<file path="src/rtl/apb_mstr_bridge.sv">
// rtl/apb_mstr_bridge.sv - single-outstanding APB requester with a wait-state watchdog
module apb_mstr_bridge #(
   parameter int ADDR_WIDTH     = 32,
   parameter int DATA_WIDTH     = 32,
   parameter int TIMEOUT_CYCLES = 16
) (
   input  logic                    PCLK,
   input  logic                    PRESET,
   input  logic                    cmd_valid,
   output logic                    cmd_ready,
   input  logic                    cmd_write,
   input  logic [ADDR_WIDTH-1:0]   cmd_addr,
   input  logic [DATA_WIDTH-1:0]   cmd_wdata,
   input  logic [DATA_WIDTH/8-1:0] cmd_strb,
   output logic                    rsp_valid,
   input  logic                    rsp_ready,
   output logic [DATA_WIDTH-1:0]   rsp_rdata,
   output logic                    rsp_err,
   output logic                    rsp_timeout,
   output logic                    PSELx,
   output logic                    PENABLE,
   output logic                    PWRITE,
   output logic [ADDR_WIDTH-1:0]   PADDR,
   output logic [DATA_WIDTH-1:0]   PWDATA,
   output logic [DATA_WIDTH/8-1:0] PSTRB,
   input  logic [DATA_WIDTH-1:0]   PRDATA,
   input  logic                    PREADY,
   input  logic                    PSLVERR
);

   localparam logic [1:0] ST_IDLE   = 2'd0;
   localparam logic [1:0] ST_SETUP  = 2'd1;
   localparam logic [1:0] ST_ACCESS = 2'd2;
   localparam logic [1:0] ST_RESP   = 2'd3;

   // Counter keeps at least one bit so the watchdog-disabled build still elaborates.
   localparam bit          WDOG_EN   = (TIMEOUT_CYCLES != 0);
   localparam int          CW        = WDOG_EN ? $clog2(TIMEOUT_CYCLES + 1) : 1;
   localparam int          LAST_I    = WDOG_EN ? TIMEOUT_CYCLES - 1 : 0;
   localparam logic [CW-1:0] WAIT_LAST = CW'(LAST_I);

   logic [1:0]              state_q,     state_d;
   logic                    cmd_ready_q, cmd_ready_d;
   logic                    psel_q,      psel_d;
   logic                    penable_q,   penable_d;
   logic                    pwrite_q,    pwrite_d;
   logic [ADDR_WIDTH-1:0]   paddr_q,     paddr_d;
   logic [DATA_WIDTH-1:0]   pwdata_q,    pwdata_d;
   logic [DATA_WIDTH/8-1:0] pstrb_q,     pstrb_d;
   logic                    rsp_valid_q, rsp_valid_d;
   logic [DATA_WIDTH-1:0]   rsp_rdata_q, rsp_rdata_d;
   logic                    rsp_err_q,   rsp_err_d;
   logic                    rsp_to_q,    rsp_to_d;
   logic [CW-1:0]           wait_q,      wait_d;

   always_comb begin
      state_d     = state_q;
      cmd_ready_d = cmd_ready_q;
      psel_d      = psel_q;
      penable_d   = penable_q;
      pwrite_d    = pwrite_q;
      paddr_d     = paddr_q;
      pwdata_d    = pwdata_q;
      pstrb_d     = pstrb_q;
      rsp_valid_d = rsp_valid_q;
      rsp_rdata_d = rsp_rdata_q;
      rsp_err_d   = rsp_err_q;
      rsp_to_d    = rsp_to_q;
      wait_d      = wait_q;
      case (state_q)
         ST_IDLE: begin
            cmd_ready_d = 1'b1;
            if (cmd_valid && cmd_ready_q) begin
               cmd_ready_d = 1'b0;
               psel_d      = 1'b1;
               pwrite_d    = cmd_write;
               paddr_d     = cmd_addr;
               pwdata_d    = cmd_wdata;
               pstrb_d     = cmd_write ? cmd_strb : '0;
               state_d     = ST_SETUP;
            end
         end
         ST_SETUP: begin
            penable_d = 1'b1;
            state_d   = ST_ACCESS;
         end
         ST_ACCESS: begin
            // A slave completing on the last allowed cycle wins over the watchdog.
            if (PREADY) begin
               psel_d      = 1'b0;
               penable_d   = 1'b0;
               rsp_valid_d = 1'b1;
               rsp_rdata_d = pwrite_q ? '0 : PRDATA;
               rsp_err_d   = PSLVERR;
               rsp_to_d    = 1'b0;
               wait_d      = '0;
               state_d     = ST_RESP;
            end else if (WDOG_EN && (wait_q == WAIT_LAST)) begin
               psel_d      = 1'b0;
               penable_d   = 1'b0;
               rsp_valid_d = 1'b1;
               rsp_rdata_d = '0;
               rsp_err_d   = 1'b1;
               rsp_to_d    = 1'b1;
               wait_d      = '0;
               state_d     = ST_RESP;
            end else begin
               wait_d = wait_q + CW'(1);
            end
         end
         ST_RESP: begin
            if (rsp_ready) begin
               rsp_valid_d = 1'b0;
               cmd_ready_d = 1'b1;
               state_d     = ST_IDLE;
            end
         end
         default: state_d = ST_IDLE;
      endcase
   end

   always_ff @(posedge PCLK) begin
      if (PRESET) begin
         state_q     <= ST_IDLE;
         cmd_ready_q <= 1'b0;
         psel_q      <= 1'b0;
         penable_q   <= 1'b0;
         pwrite_q    <= 1'b0;
         paddr_q     <= '0;
         pwdata_q    <= '0;
         pstrb_q     <= '0;
         rsp_valid_q <= 1'b0;
         rsp_rdata_q <= '0;
         rsp_err_q   <= 1'b0;
         rsp_to_q    <= 1'b0;
         wait_q      <= '0;
      end else begin
         state_q     <= state_d;
         cmd_ready_q <= cmd_ready_d;
         psel_q      <= psel_d;
         penable_q   <= penable_d;
         pwrite_q    <= pwrite_d;
         paddr_q     <= paddr_d;
         pwdata_q    <= pwdata_d;
         pstrb_q     <= pstrb_d;
         rsp_valid_q <= rsp_valid_d;
         rsp_rdata_q <= rsp_rdata_d;
         rsp_err_q   <= rsp_err_d;
         rsp_to_q    <= rsp_to_d;
         wait_q      <= wait_d;
      end
   end

   assign cmd_ready   = cmd_ready_q;
   assign rsp_valid   = rsp_valid_q;
   assign rsp_rdata   = rsp_rdata_q;
   assign rsp_err     = rsp_err_q;
   assign rsp_timeout = rsp_to_q;
   assign PSELx       = psel_q;
   assign PENABLE     = penable_q;
   assign PWRITE      = pwrite_q;
   assign PADDR       = paddr_q;
   assign PWDATA      = pwdata_q;
   assign PSTRB       = pstrb_q;

endmodule

</file>
<file path="config.mk">
export PLATFORM = sky130hd
export DESIGN_NAME = apb_mstr_bridge
export DESIGN_NICKNAME = d
export VERILOG_FILES = /design/src/rtl/apb_mstr_bridge.sv
export SDC_FILE = /design/constraint.sdc
export NUM_CORES = 1
export LEC_CHECK = 0
export ABC_AREA = 0
export CORE_ASPECT_RATIO = 1.5
export CORE_UTILIZATION = 25
export DETAILED_ROUTE_END_ITERATION = 12
export GPL_TIMING_DRIVEN = 1
export PLACE_DENSITY_LB_ADDON = 0.08
export SLEW_MARGIN = 20
export SYNTH_ARGS = -nofsm -noshare
export SYNTH_HDL_FRONTEND = slang
export SYNTH_SLANG_ARGS = --single-unit
</file>
<file path="constraint.sdc">
create_clock -name PCLK -period 1.8 [get_ports PCLK]
set_clock_uncertainty 0.05 [all_clocks]
set_input_delay 0.27 -clock PCLK [delete_from_list [all_inputs] [get_ports PCLK]]
set_output_delay 0.27 -clock PCLK [all_outputs]
set_load 0.05 [all_outputs]
</file>
## Word level (Yosys, flattened, before mapping)

Cells that the tools add are included.

- Bits in registers: 114
- Input port bits: 107
- Output and inout bits: 107

- Add/sub/neg operators: 1
- Equality and inequality tests: 7
- Multiplexer cells: 25
- Reductions and logical operators: 14

Operators by type and width:

| kind | count |
|---|---|
| $mux W32 | 3 |
| $mux W1 | 10 |
| $mux W5 | 2 |
| $reduce_bool A2 Y1 | 5 |
| $reduce_and A3 Y1 | 3 |
| $mux W2 | 4 |
| $pmux W1 S2 | 4 |
| $pmux W2 S4 | 1 |
| $reduce_and A2 Y1 | 4 |
| $add A5 B1 Y5 const B | 1 |
| $eq A5 B4 Y1 const B | 1 |
| $eq A2 B2 Y1 const B | 2 |
| $mux W4 | 1 |
| $ne A2 B2 Y1 const B | 2 |
| $ne A3 B3 Y1 const B | 1 |
| $eq A2 B1 Y1 const B | 1 |
| $logic_not A2 Y1 | 1 |
| $logic_and A1 B1 Y1 | 1 |

## Longest topological paths before layout

- Word-level depth: 4
- Gate-level depth with buffers: 7
- Mapped depth without buffers: 5

## Least setup slack after synthesis

OpenSTA, ideal clock, no wires.

- Path type: reg-to-reg
- Start: reg cmd_ready_q (netlist: cmd_ready)
- End: reg cmd_ready_q (netlist: cmd_ready)
- Data arrival time: 1.395 ns
- Path slack: 0.227 ns
- Cell stages (with the launch flop): 5
- Cells stage by stage: dfxtp_1 -> nand3_1 -> clkbuf_1 -> o22ai_1 -> nor2_1

- Longest elaborated chain between the ends: 3

Ends and longest elaborated chain:

| what | RTL line | text |
|---|---|---|
| from (decl) | 43 | `logic cmd_ready_q, cmd_ready_d;` |
| from (signal assigned) | 139 | `cmd_ready_q <= cmd_ready_d;` |
| $logic_and A1 B1 Y1 | 73 | `if (cmd_valid && cmd_ready_q) begin` |
| $mux W1 | 73 |  |
| $pmux W1 S2 | 70 | `case (state_q)` |

Every way passes these cells.
A chain may end at the register's enable or synchronous reset.

## Final worst setup path

- Start: reg wait_q[0]
- End: reg state_q[1]

- Longest elaborated chain between the ends: 3

Ends and longest elaborated chain:

| what | RTL line | text |
|---|---|---|
| from (decl) | 54 | `logic [CW-1:0] wait_q, wait_d;` |
| from (signal assigned) | 150 | `wait_q <= wait_d;` |
| $eq A5 B4 Y1 | 98 | `end else if (WDOG_EN && (wait_q == WAIT_LAST)) begin` |
| $ne A3 B3 Y1 (no source line) | - |  |
| $reduce_and A3 Y1 (no source line) | - |  |
| to (signal assigned) | 138 | `state_q <= state_d;` |
| to (decl) | 42 | `logic [1:0] state_q, state_d;` |

Every way passes these cells.

==> key figures <==
Floorplanning
  • Site Rows: 58
  • Die footprint: 17920 sq um
  • Die Span Y: 163.4 microns
  • Initial core utilization: 25.69%
  • Die W: 109.6 microns
  • # IOs: 214
  • Area of the core: 16910 sq um

Cells and area
  • Layout cells sized above 1: 17.55%
  • Antenna Cells: 0
  • Final Util: 41.86%
  • Final cell count without fillers: 945
  • Fin nets: 834
  • Layout area overhead: 62.93%
  • FILL cells: 1733

Setup path
  • Critical path launch point type: register
  • Setup CP Type: register to register
  • CP max stage cell: dfxtp_1
  • CP max FO: 6
  • Req. time, crit path: 2.08 ns
  • Worst-path cell chain: ha_1 > nand4b_1 > a211oi_2 > mux2i_1
  • Endpoint class of the critical path: register
  • Data arrival, critical path: 1.91 ns
  • Crit path largest cell delay: 0.36 ns

Yosys
  • Seq/Total Area, Yosys: 52.53%
  • Syn Inst Count: 510
  • Post-synth EDFFs: 0
  • Ys async rst share: 0%
  • Count of different cell masters after synthesis: 40
  • Mapped cell area: 4344 sq um
  • Post-Syn Nets: 622
  • Seq cells post-synth: 114
  • Avg Inst Size Synth: 8.518 sq um
  • Main synth FF type: dfxtp_1
  • Synth warn: 0

Job
  • Max Cap Viol: 0

STA
  • TNS Setup: 0 ns
  • Slew HR: 63.48%
  • Min cycle time layout: 1.631 ns
  • Worst Tran Pin Value: 0.5478 ns
  • Max Transition Viols Final: 0
  • Final Hold Viols: 0
  • RSZ-0062 raised after global routing: false
  • Final worst path period share: 90.60%
  • Fmax: 0.6132 GHz
  • Final setup violation count: 0

Clocking
  • Clock Sinks: 114
  • CTS root buf: clkbuf_16
  • Clock latency on the worst-skew pair: 0.40 ns
  • CTS clk-pin slew, worst paths: 0.06 ns
  • H-tree depth: 4
  • Cts bufs inserted: 17
  • Clock Path Buffers: 2
  • CTS tree: yes
  • Setup Buffers After CTS: 0

Detailed routing
  • DR WL/cell: 13.97 microns
  • Final wirelength: 13200 microns
  • Antenna viol nets, final: 0
  • DR iter-0 viols: 151
  • Vias per cell: 4.418
  • DRT Pass-1 Iters: 4
  • Vias: 4175
  • Drt drc: 0

Worst hold path
  • HP Class: input pin to register

GRT
  • Number of global-route vias before repair: 4184
  • GRT Overall Usage: 14.99%
  • GRT overflow: 0
  • Initial antenna violation count: 0
  • First-pass GRT wire length: 20620 microns
  • Pin count of the biggest net entering global routing: 48

Power and ir drop
  • PD cells: 1079 nW/um^2
  • VDD IR max: 0.4111 mV
  • Total chip power: 7.638 mW
  • Pleak: 3.131 nW

Status
  • Outcome: finished clean

Placement
  • I/O Buffers: 213
  • Cell Count Post-Placement: 913
  • Placer congestion estimate: 0.6998
  • DP HPWL: 9519 microns
## flip-flops by register name, indices dropped and copies added (netlist names)
| signal | count |
|---|---|
| rsp_timeout | 1 |
| rsp_valid | 1 |
| wait_q | 5 |
| PSTRB | 4 |
| PWDATA | 32 |
| PSELx | 1 |
| PADDR | 32 |
| rsp_rdata | 32 |
| state_q | 2 |
| rsp_err | 1 |
| PENABLE | 1 |
| PWRITE | 1 |
| cmd_ready | 1 |
## path summary, 6_finish.rpt
| check | start | endpoint | slack [ns] | cells past startpoint |
|---|---|---|---|---|
| worst max register to register | wait_q[0] | state_q[1] | 0.17 | 4 |
| worst max-delay path | wait_q[0] | state_q[1] | 0.17 | 4 |
| worst min-delay path | cmd_addr[16] | PADDR[16] | 0.36 | 3 |
| worst min register to register | PWDATA[7] | PWDATA[7] | 0.40 | 2 |
## worst max-delay path, delay by kind of cell, from the launching register on
kind | cells | cell delay (ns)
DFF | 1 | 0.36
AOI/OAI and AO/OA | 1 | 0.36
and+or+nand+nor | 1 | 0.32
adders and majority gates | 1 | 0.26
muxes | 1 | 0.22
## layout make-up
| class | instances | area, sq um | area share, % |
|---|---|---|---|
| Sequential cell | 114 | 2282 | 32.24 |
| Tap cell | 210 | 262.8 | 3.712 |
| Multi-Input combinational cell | 354 | 1844 | 26.06 |
| Clock buffer | 18 | 439.2 | 6.205 |
| Timing Repair Buffer | 228 | 2069 | 29.24 |
| Inverter | 7 | 26.28 | 0.3712 |
| Clock inverter | 14 | 153.9 | 2.174 |
## through the flow
| step | hold slack, ns | setup WS, ns | cell area, sq um |
|---|---|---|---|
| 2_1_floorplan | 0.3560 | 0.2273 | 4344 |
| 3_3_place_gp | 0.3912 | 0.1251 | 6525 |
| 4_1_cts | 0.3427 | 0.09563 | 7074 |
| 5_1_grt | 0.3535 | 0.05320 | 7078 |
| 6_report | 0.3617 | 0.1692 | 7078 |
| 3_5_place_dp | 0.3952 | 0.07632 | 6525 |
## Yosys cell counts, types with 2 or more instances
master	count	area [sq um]
o211a_1	2	20.02
buf_12	3	60.06
clkbuf_1	17	63.81
o21ai_0	2	10.01
a211oi_1	3	22.52
mux2i_1	33	330.3
nand3b_1	2	15.01
buf_2	13	65.06
a21oi_1	71	355.3
nand3_1	5	25.02
dfxtp_1	114	2282
nor3_1	2	10.01
nand2_1	203	762.0
nor2_1	3	11.26
and3_1	3	18.77
inv_1	6	22.52
ha_1	5	62.56
## logic make-up after synthesis
kind of cell,Yosys count,share of synthesized area (%)
xor+xnor,1,0.2016
fa+ha+maj,5,1.440
simple gates,225,20.80
flops,114,52.53
mux,34,7.863
buf+inv,42,5.299
compound gates,89,11.87
## layout by cell type, fill, tap and decap left out, types with 2 or more instances in the layout
| cell | instances |
|---|---|
| nand2_1 | 203 |
| dfxtp_1 | 114 |
| clkdlybuf4s50_1 | 105 |
| buf_4 | 82 |
| a21oi_1 | 71 |
| dlygate4sd2_1 | 35 |
| mux2i_1 | 33 |
| clkbuf_16 | 17 |
| inv_1 | 6 |
| ha_1 | 5 |
| nand3_1 | 4 |
| inv_6 | 4 |
| buf_12 | 4 |
| nor2_1 | 3 |
| a211oi_1 | 3 |
| clkinv_4 | 3 |
| clkinvlp_4 | 3 |
| and3_1 | 2 |
| o21ai_0 | 2 |
| nand3b_1 | 2 |
| o211a_1 | 2 |
| nor3_1 | 2 |
| clkinv_2 | 2 |
| bufinv_16 | 2 |
## metal layers
| metal | track usage [%] | up-vias | wire (microns) |
|---|---|---|---|
| met5 | 0 | - | 0 |
| met4 | 6.242 | 0 | 185 |
| met3 | 4.389 | 14 | 1053 |
| met2 | 26.16 | 160 | 6670 |
| met1 | 16.70 | 1899 | 5292 |
| li1 | - | 2102 | - |
## what timing repair did
action,CTS,global route
hold buffers,0,0
gates cloned,0,0
resized for setup,35,1
pin swaps,0,0
setup endpoints to repair,35,37
## power by group
group / total (mW) / switching, mW / internal (mW) / leakage (nW)
clock network: 3.35 / 1.26 / 2.09 / 0.284
logic: 1.53 / 0.959 / 0.575 / 1.92
registers: 2.76 / 0.0808 / 2.67 / 0.925
total: 7.64 / 2.30 / 5.34 / 3.13
(Power assumes the default switching activity.)
